<file path="config.mk">
export PLATFORM = sky130hd
export DESIGN_NAME = hpu_lsu_stbuf
export DESIGN_NICKNAME = d
export VERILOG_FILES = /design/src/rtl/hpu_lsu_stbuf.sv
export SDC_FILE = /design/constraint.sdc
export NUM_CORES = 1
export LEC_CHECK = 0
export CAP_MARGIN = 15
export CORE_ASPECT_RATIO = 1.1
export CORE_MARGIN = 8
export CORE_UTILIZATION = 28
export CTS_BUF_LIST = sky130_fd_sc_hd__clkbuf_8
export CTS_CLUSTER_DIAMETER = 60
export DETAILED_ROUTE_END_ITERATION = 12
export GPL_TIMING_DRIVEN = 1
export PLACE_DENSITY = 0.53
export SETUP_SLACK_MARGIN = 0.4
export SLEW_MARGIN = 40
export SYNTH_ARGS = -nofsm -noshare
export SYNTH_HDL_FRONTEND = slang
export SYNTH_SLANG_ARGS = --single-unit
</file>
<file path="constraint.sdc">
create_clock -name clk_i -period 6.9 [get_ports clk_i]
set_clock_uncertainty 0.05 [all_clocks]
set_input_delay 1.38 -clock clk_i [delete_from_list [all_inputs] [get_ports clk_i]]
set_output_delay 1.38 -clock clk_i [all_outputs]
set_load 0.05 [all_outputs]
</file>
<file path="src/rtl/hpu_lsu_stbuf.sv">
// +----------------------------------------------------------------------------+
// | hpu_lsu_stbuf: speculative store buffer with commit, flush, drain, fwd.    |
// | Revision: 1.0                                                              |
// +----------------------------------------------------------------------------+
`default_nettype none

module hpu_lsu_stbuf #(
  parameter int SB_DEPTH = 4,
  parameter int SB_INDEX = 2,
  parameter int PC_WTH   = 32,
  parameter int DATA_WTH = 32
) (
  input  logic                clk_i,
  input  logic                rst_i,
  input  logic                flush_en_i,
  input  logic                exu_wb__sb_we_i,
  input  logic [PC_WTH-1:0]   exu_wb__mem_addr_i,
  input  logic [DATA_WTH-1:0] exu_wb__st_rs2_data_i,
  input  logic                cmt_sb__cmt_en_i,
  output logic                sb_exu__full_o,
  output logic                sb_mem__wr_en_o,
  output logic [PC_WTH-1:0]   sb_mem__waddr_o,
  output logic [DATA_WTH-1:0] sb_mem__wdata_o,
  input  logic                mem_sb__wr_rdy_i,
  input  logic [PC_WTH-1:0]   ld_sb__raddr_i,
  output logic                sb_ld__fwd_hit_o,
  output logic [DATA_WTH-1:0] sb_ld__fwd_data_o,
  output logic                sb__empty_o
);

  localparam int PTR_W = SB_INDEX + 1;

  typedef enum logic [0:0] {
    ST_IDLE = 1'b0,
    ST_REQ  = 1'b1
  } drain_st_e;

  logic [PTR_W-1:0]    head_q, head_d;
  logic [PTR_W-1:0]    cmt_q, cmt_d;
  logic [PTR_W-1:0]    tail_q, tail_d;
  logic                valid_q     [SB_DEPTH];
  logic                valid_d     [SB_DEPTH];
  logic                committed_q [SB_DEPTH];
  logic                committed_d [SB_DEPTH];
  logic [PC_WTH-1:0]   addr_q      [SB_DEPTH];
  logic [PC_WTH-1:0]   addr_d      [SB_DEPTH];
  logic [DATA_WTH-1:0] data_q      [SB_DEPTH];
  logic [DATA_WTH-1:0] data_d      [SB_DEPTH];

  drain_st_e           state_q;
  logic                wr_en_q;
  logic [PC_WTH-1:0]   waddr_q;
  logic [DATA_WTH-1:0] wdata_q;

  logic [SB_INDEX-1:0] w_head_idx;
  logic [SB_INDEX-1:0] w_cmt_idx;
  logic [SB_INDEX-1:0] w_tail_idx;
  logic [PTR_W-1:0]    w_count;
  logic                w_full;
  logic                w_alloc;
  logic                w_commit;
  logic                w_drain_acc;

  assign w_head_idx  = head_q[SB_INDEX-1:0];
  assign w_cmt_idx   = cmt_q[SB_INDEX-1:0];
  assign w_tail_idx  = tail_q[SB_INDEX-1:0];
  assign w_count     = tail_q - head_q;
  assign w_full      = (w_count == PTR_W'(SB_DEPTH));
  assign w_alloc     = exu_wb__sb_we_i && !w_full && !flush_en_i;
  assign w_commit    = cmt_sb__cmt_en_i && (cmt_q != tail_q);
  assign w_drain_acc = (state_q == ST_REQ) && mem_sb__wr_rdy_i;

  assign sb_exu__full_o  = w_full;
  assign sb__empty_o     = (tail_q == head_q);
  assign sb_mem__wr_en_o = wr_en_q;
  assign sb_mem__waddr_o = waddr_q;
  assign sb_mem__wdata_o = wdata_q;

  // Commit is applied first so a same-cycle flush keeps the newly committed entry.
  always_comb begin
    head_d      = head_q;
    cmt_d       = cmt_q;
    tail_d      = tail_q;
    valid_d     = valid_q;
    committed_d = committed_q;
    addr_d      = addr_q;
    data_d      = data_q;

    if (w_commit) begin
      committed_d[w_cmt_idx] = 1'b1;
      cmt_d                  = cmt_q + PTR_W'(1);
    end

    if (flush_en_i) begin
      for (int i = 0; i < SB_DEPTH; i++) begin
        if (!committed_d[i]) valid_d[i] = 1'b0;
      end
      tail_d = cmt_d;
    end else if (w_alloc) begin
      valid_d[w_tail_idx]     = 1'b1;
      committed_d[w_tail_idx] = 1'b0;
      addr_d[w_tail_idx]      = exu_wb__mem_addr_i;
      data_d[w_tail_idx]      = exu_wb__st_rs2_data_i;
      tail_d                  = tail_q + PTR_W'(1);
    end

    if (w_drain_acc) begin
      valid_d[w_head_idx]     = 1'b0;
      committed_d[w_head_idx] = 1'b0;
      head_d                  = head_q + PTR_W'(1);
    end
  end

  always_ff @(posedge clk_i or negedge rst_i) begin
    if (!rst_i) begin
      head_q <= '0;
      cmt_q  <= '0;
      tail_q <= '0;
      for (int i = 0; i < SB_DEPTH; i++) begin
        valid_q[i]     <= 1'b0;
        committed_q[i] <= 1'b0;
        addr_q[i]      <= '0;
        data_q[i]      <= '0;
      end
    end else begin
      head_q      <= head_d;
      cmt_q       <= cmt_d;
      tail_q      <= tail_d;
      valid_q     <= valid_d;
      committed_q <= committed_d;
      addr_q      <= addr_d;
      data_q      <= data_d;
    end
  end

  // Drain FSM: outputs are registered, so the request holds stable until accepted.
  always_ff @(posedge clk_i or negedge rst_i) begin
    if (!rst_i) begin
      state_q <= ST_IDLE;
      wr_en_q <= 1'b0;
      waddr_q <= '0;
      wdata_q <= '0;
    end else begin
      case (state_q)
        ST_IDLE: begin
          if (valid_q[w_head_idx] && committed_q[w_head_idx]) begin
            state_q <= ST_REQ;
            wr_en_q <= 1'b1;
            waddr_q <= addr_q[w_head_idx];
            wdata_q <= data_q[w_head_idx];
          end
        end
        ST_REQ: begin
          if (mem_sb__wr_rdy_i) begin
            state_q <= ST_IDLE;
            wr_en_q <= 1'b0;
            waddr_q <= '0;
            wdata_q <= '0;
          end
        end
        default: begin
          state_q <= ST_IDLE;
          wr_en_q <= 1'b0;
          waddr_q <= '0;
          wdata_q <= '0;
        end
      endcase
    end
  end

  // Scan oldest to youngest so the last match seen is the youngest.
  logic [SB_INDEX-1:0] w_scan_idx;
  always_comb begin
    sb_ld__fwd_hit_o  = 1'b0;
    sb_ld__fwd_data_o = '0;
    w_scan_idx        = '0;
    for (int i = 0; i < SB_DEPTH; i++) begin
      w_scan_idx = w_head_idx + SB_INDEX'(i);
      if (valid_q[w_scan_idx] && (addr_q[w_scan_idx] == ld_sb__raddr_i)) begin
        sb_ld__fwd_hit_o  = 1'b1;
        sb_ld__fwd_data_o = data_q[w_scan_idx];
      end
    end
  end

endmodule

`default_nettype wire

</file>
==> flow_summary.ini, run 1 <==
[sta]
final-setup-viol-count = 0
slew_headroom_pct = 47.5
setup-tns-final_ps = 0
grt_setup_unrepaired = no
count_of_final_max_slew_check_failures = 0
period_share_pct = 92.8
max_freq_mhz = 156
finalWorstSetupSlack_ps = 500
fin_crit_ps = 6400
finalHoldViolCount = 0
measured_slew_at_the_worst_slew_check_pin_ps = 788

[synth]
synth_area_leaders = sky130_fd_sc_hd__dfrtp_1, sky130_fd_sc_hd__mux4_2, sky130_fd_sc_hd__mux2_2, sky130_fd_sc_hd__mux2i_1, sky130_fd_sc_hd__xnor2_1
synth_cell_types = 55
post_synth_inst_count = 1860
synth-edff-count = 0
async_reset_ff_share_pct = 100
yosysSeqAreaShare_pct = 36.8
mappedNetlistArea_mm2 = 0.0230
post_synth.cell_area_avg_um2 = 12.4
synth.top_cell.area_share_pct = 36.8
ys_seq_elements = 339
yosysTopAreaCell = sky130_fd_sc_hd__dfrtp_1
synth-main-ff-cell = sky130_fd_sc_hd__dfrtp_1
ys_warn_count = 0
syn_nets = 1976

[clocking]
htree_levels = 3
worst_skew_pair.late_latency_ps = 650
cts_buffers = 66
clkTransAtPathRegs_ps = 60
clock_sinks = 339
clock_tree_from_tritoncts = built
cts_buffer_depth = 3
cts_root_cell = sky130_fd_sc_hd__clkbuf_8

[finish]
most_frequent_standard_cell_in_the_layout_excluding_fill_and_tap_cells = sky130_fd_sc_hd__dfrtp_1
final_cell_mix = sky130_fd_sc_hd__dfrtp_1, sky130_fd_sc_hd__mux2_2, sky130_fd_sc_hd__mux4_2
design.final.nets = 2120
filler_cell_count = 8058
drive_above_1_share_pct = 34.1
post_layout_utilization_of_the_core_pct = 33.9
finalInstanceArea_mm2 = 0.0277
syn2layout_area_growth_pct = 20.1

[global_routing]
grt_pass1_wl_mm = 123
grt_util_all_layers_pct = 17.7
grt_remaining_overflow = 0
initial_antenna_violation_count = 20
grt_pass1_vias = 18100
grt_start_max_net_pins = 105

[worst_setup_path]
startpoint_type = primary input
worst-path-max-fanout = 17
timing.critical_path.required_ps = 5470
r2r-end = addr_q[30]
critPathCaptureType = output pin
worst-r2r-setup-slack_ps = 2610
timing.rr.start = head_q[0]
worstSetupPathType = in -> out
worst_r2r_path_depth = 9
data_arrival_critical_path_ps = 4970

[route]
drt.antenna.violating_nets = 0
post-route-drc-count = 0
detailed_router_s_first_iteration_violation_count = 1320
drt_wl_total_mm = 82.8
avgRoutedWirePerCell_um = 26.5
drt-pass1-iter-count = 5
viasPerCell = 5.55
vias = 17400

[floorplanning]
ioPinCount = 202
floorplan.core_area_mm2 = 0.0816
die_height_um = 317
effective_utilization_at_floorplan_pct = 28.2
fp.dieArea_mm2 = 0.0917
floorplan.rows = 110
die_w_um = 289

[hold_path]
worst_min_delay_path_category = reg -> reg
min_delay_worst_endpoint = sb_mem__wr_en_o
worstHoldPathCells = 2
timing.hold.worst.start = sb_mem__wr_en_o

[placement]
portBuffers = 201
detailed_place.area_mm2 = 0.0260
dpl.hpwl_mm = 55.9
detailedPlace.worstSlack_ps = 487
gpl.final_weighted_congestion = 0.962

[pwr]
power_leakage_nw = 11.1
post-layout-total-power_w = 0.0154
power-per-cell-area_mw_per_mm2 = 558
vdd_ir_drop_max_uv = 290

[outcome]
run_status = finished clean

[run]
cap_violations = 0
## through the flow
step	std cells	hold slack, ps
4_1_cts	3109	445
5_1_grt	3120	473
6_report	3128	429
2_1_floorplan	1860	414
3_3_place_gp	2987	415
3_5_place_dp	2988	430
## where the power goes
part           switching (W)  internal (W)
logic                0.00469       0.00461
registers            0.00110       0.00293
clock network       0.000912       0.00120
total                0.00671       0.00874
## synth_stat cells, types with 4 or more instances
master / instances
sky130_fd_sc_hd__o2bb2ai_1: 5
sky130_fd_sc_hd__clkbuf_1: 87
sky130_fd_sc_hd__buf_1: 19
sky130_fd_sc_hd__xor2_1: 35
sky130_fd_sc_hd__o21ai_0: 56
sky130_fd_sc_hd__a22oi_1: 12
sky130_fd_sc_hd__nand4_1: 15
sky130_fd_sc_hd__o2111ai_1: 39
sky130_fd_sc_hd__mux2_2: 269
sky130_fd_sc_hd__and2_1: 35
sky130_fd_sc_hd__mux2i_1: 85
sky130_fd_sc_hd__buf_4: 14
sky130_fd_sc_hd__o221ai_1: 10
sky130_fd_sc_hd__o22ai_1: 9
sky130_fd_sc_hd__nor2_1: 20
sky130_fd_sc_hd__buf_6: 14
sky130_fd_sc_hd__nand3_1: 104
sky130_fd_sc_hd__nand2_1: 151
sky130_fd_sc_hd__mux4_2: 227
sky130_fd_sc_hd__dfrtp_1: 339
sky130_fd_sc_hd__o22a_1: 35
sky130_fd_sc_hd__or4_1: 4
sky130_fd_sc_hd__a21oi_1: 46
sky130_fd_sc_hd__nor4_1: 9
sky130_fd_sc_hd__ha_1: 14
sky130_fd_sc_hd__xnor2_1: 75
sky130_fd_sc_hd__a222oi_1: 4
sky130_fd_sc_hd__a221oi_1: 5
sky130_fd_sc_hd__buf_2: 38
sky130_fd_sc_hd__inv_1: 53
## worst max path at each step
stage | end | startpoint | cells after the start | slack (ps)
after detailed placement | sb_ld__fwd_data_o[1] | ld_sb__raddr_i[23] | 11 | 490
after floorplan | sb_ld__fwd_data_o[10] | head_q[0] | 20 | 1020
after CTS | sb_ld__fwd_data_o[27] | head_q[0] | 12 | 440
final | sb_ld__fwd_data_o[1] | ld_sb__raddr_i[29] | 11 | 500
after global routing | sb_ld__fwd_data_o[26] | head_q[1] | 15 | 430
after global placement | sb_ld__fwd_data_o[1] | ld_sb__raddr_i[23] | 11 | 440
## registers in the layout (all words and copies together), names as in the netlist, 3 cells and up
register / flops
tail_q: 3
addr_q: 128
sb_mem__wdata_o: 32
head_q: 3
data_q: 128
cmt_q: 3
valid_q: 4
committed_q: 4
sb_mem__waddr_o: 32
## routing by layer
metal	GRT usage, %	vias to the layer above	routed length (um)
li1	-	7449	-
met1	22.8	9201	34400
met2	29.3	570	40600
met3	3.72	134	5400
met4	5.91	12	2240
met5	0	-	81
## repair_timing
item,in CTS,in global routing
hold endpoints to repair,0,0
pin swaps,1,2
cloned,1,2
endpoints found under the setup margin,32,32
setup buffers,7,1
hold buffers,0,0
gates resized for setup,1,7
## cell type report
class	instances	area (um^2)	area share, %
clock buffer	84	1160	4.18
antenna	15	37.5	0.136
tap	1064	1330	4.81
timing repair buffer	248	2610	9.44
clock inverter	29	215	0.778
sequential	339	8490	30.7
multi-input combinational	1295	13600	49.2
inverter	54	206	0.747
## critical path, cell delays in order
cell	delay (ps)
sky130_fd_sc_hd__clkdlybuf4s50_1	690
sky130_fd_sc_hd__a222oi_1	620
sky130_fd_sc_hd__o221ai_1	270
sky130_fd_sc_hd__or4_1	570
sky130_fd_sc_hd__a211oi_4	300
sky130_fd_sc_hd__buf_12	160
sky130_fd_sc_hd__buf_12	180
sky130_fd_sc_hd__o2111ai_1	130
sky130_fd_sc_hd__a21oi_1	170
sky130_fd_sc_hd__o22a_1	250
sky130_fd_sc_hd__buf_4	230
## logic make-up (layout without fill, tap and decap cells)
family | after synthesis | in the layout | share of synthesized area (%)
multiplexers | 581 | 581 | 39.1
AND/OR/NAND/NOR | 352 | 352 | 7.32
flip-flops | 339 | 339 | 36.8
AO/OA/AOI/OAI | 238 | 238 | 7.27
buffers and inverters | 226 | 415 | 4.58
XOR/XNOR | 110 | 110 | 4.18
adder cells (fa/ha/maj) | 14 | 14 | 0.761
other | 0 | 15 | 0
(Power assumes the default switching activity.)
==> run 2, diff against run 1 <==
==> constraint.sdc (replaced) <==
create_clock -name clk_i -period 6.9 [get_ports clk_i]
set_clock_uncertainty 0.05 [all_clocks]
set_input_delay 1.725 -clock clk_i [delete_from_list [all_inputs] [get_ports clk_i]]
set_output_delay 1.725 -clock clk_i [all_outputs]
set_load 0.05 [all_outputs]
==> flow_summary.ini, run 2 (synthesis gave the netlist of run 1 again) <==
[global_routing]
grt_util_all_layers_pct = 18.4
grt_remaining_overflow = 0
grtUsageMet3_pct = 3.84
groute.layer.met2.usage_pct = 30.8
grt_pass1_vias = 18400
grt_start_max_net_pins = 124
initial_antenna_violation_count = 12
grt_busiest_layer = met2
grt_pass1_wl_mm = 127
gr-usage-met1_pct = 23.6

[finish]
filler_cell_count = 7948
layout_top_registers = addr_q: 128 flops, data_q: 128 flops
instances_no_fill = 3199
drive_above_1_share_pct = 39.5
most_frequent_standard_cell_in_the_layout_excluding_fill_and_tap_cells = sky130_fd_sc_hd__dfrtp_1
syn2layout_area_growth_pct = 26.5
final_cell_mix = sky130_fd_sc_hd__dfrtp_1, sky130_fd_sc_hd__mux2_2, sky130_fd_sc_hd__mux4_2
design.final.nets = 2195

[worst_setup_path]
critPathCaptureType = output pin
worstSetupPathType = in -> out
worst-path-max-fanout = 8
startpoint_type = primary input
critical_path.top_delay_family = buffers and inverters
critical-path-max-stage-delay_ps = 690
crit_path_cell_trace = clkdlybuf4s50_1 > buf_4 > nand2_1 > o2111ai_1 > a22o_1 > or4b_4 > buf_12 > o2111ai_2 > a21oi_2 > o22a_1 > buf_6
cp_num_buf_inv = 4
critPathSlowestCell = sky130_fd_sc_hd__or4b_4
data_arrival_critical_path_ps = 4700
timing.critical_path.required_ps = 5120

[hold_path]
worst_min_delay_path_category = reg -> reg

[floorplanning]
ioPinCount = 202
floorplan.rows = 110
effective_utilization_at_floorplan_pct = 28.2
die_height_um = 317
floorplan.core_area_mm2 = 0.0816
fp.dieArea_mm2 = 0.0917
die_w_um = 289

[clocking]
clock_sinks = 339
cts_buffer_depth = 3
clock_tree_from_tritoncts = built
cts_hold_repair.buffers = 0
worst_skew_pair.late_latency_ps = 720
cts_root_cell = sky130_fd_sc_hd__clkbuf_8
htree_levels = 2
cts_buffers = 61
clkTransAtPathRegs_ps = 60

[sta]
slew_headroom_pct = 47.6
hold_slack_ps = 431
count_of_final_max_slew_check_failures = 0
measured_slew_at_the_worst_slew_check_pin_ps = 786
fin_crit_ps = 6480
final-setup-viol-count = 0
finalHoldViolCount = 0
max_freq_mhz = 154
grt_setup_unrepaired = yes
period_share_pct = 93.9

[outcome]
run_status = finished clean

[route]
post-route-drc-count = 0
detailed_router_s_first_iteration_violation_count = 1447
drt.antenna.violating_nets = 0
viasPerCell = 5.55
drt_wl_total_mm = 86.2
avgRoutedWirePerCell_um = 26.9
drt-pass1-iter-count = 5
vias = 17700

[pwr]
vdd_ir_drop_max_uv = 321
clock_power_share_pct = 12.6
power_leakage_nw = 11.8
switching_share_pct = 43.4
internal_power_w = 0.00912
combinational_share_of_power_pct = 62.4
power-per-cell-area_mw_per_mm2 = 554
p_sw_w = 0.00700
sequentialPowerShare_pct = 25.0

[placement]
gpl.final_weighted_congestion = 0.968
dpl.hpwl_mm = 58.6
dpl.cell_count = 3030
portBuffers = 201

[run]
cap_violations = 0
==> run 2: changes by cell type in the layout (fill, tap and decap cells not counted), sizes merged <==
| cell | delta |
|---|---|
| dlygate4sd2 | +14 |
| bufinv | -2 |
| diode | -9 |
| buf | +78 |
| clkdlybuf4s50 | -20 |
| bufbuf | +4 |
| clkinv | +4 |
| clkbuf | +1 |
| clkinvlp | -1 |
| clkdlybuf4s15 | +2 |
==> run 2: path summary, 6_finish.rpt <==
path | from | to | slack (ps) | cells after the start
worst max register to register | head_q[0] | addr_q[123] | 2820 | 11
worst max-delay path | ld_sb__raddr_i[19] | sb_ld__fwd_data_o[30] | 420 | 11
worst min-delay path | sb_mem__wr_en_o | sb_mem__wr_en_o | 430 | 2
min in group asynchronous | rst_i | addr_q[76] | 880 | 1
worst min register to register | sb_mem__wr_en_o | sb_mem__wr_en_o | 430 | 2
max in group asynchronous | rst_i | data_q[103] | 4640 | 4
==> run 2: power groups by stage <==
stage	registers, W	clock network, W	logic (W)
finish	0.00404	0.00203	0.0101
detailed placement	0.00403	0	0.00925
global placement	0.00392	0	0.00921
global route	0.00419	0.00217	0.0106
CTS	0.00400	0.00209	0.00994
floorplan	0.00401	0	0.00648
==> run 2: routing by layer <==
layer | wire, um | share of wire [%]
met1 | 35500 | 41
met2 | 42300 | 49
met3 | 5690 | 6.6
met4 | 2590 | 3.0
met5 | 81 | 0.094
==> run 2: final cells by class <==
class	count	area, um^2	area share, %
clock buffer	83	1140	3.92
antenna	6	15.0	0.0515
sequential	339	8490	29.2
multi-input combinational	1295	14000	48.0
clock inverter	30	185	0.636
tap	1064	1330	4.57
timing repair buffer	328	3760	12.9
inverter	54	206	0.709
==> run 2: stage by stage <==
step | worst slack [ps] | utilization, % | instance area [um^2] | power [W] | TNS, ps
global route | 377 | 35.7 | 29100 | 0.0170 | 0
CTS | 401 | 35.2 | 28800 | 0.0160 | 0
detailed placement | -27.1 | 32.4 | 26500 | 0.0133 | -106
floorplan | 674 | - | 23000 | 0.0105 | 0
global placement | -48.4 | 32.3 | 26400 | 0.0131 | -89.6
finish | 424 | 35.7 | 29100 | 0.0161 | 0
==> run 2: timing repair <==
item | 4_1_cts | 5_1_grt
gates resized for setup | 112 | 59
endpoints found under the hold margin | 0 | 0
setup buffers | 30 | 6
cloned | 12 | 1
setup endpoints to repair | 33 | 32
pin swaps | 33 | 26
==> run 2: tightest hold or removal path, cell delays in order, from the launching register on <==
cell and delay (ps):
sky130_fd_sc_hd__dfrtp_1 340, sky130_fd_sc_hd__nand2_1 50, sky130_fd_sc_hd__nand2_1 50
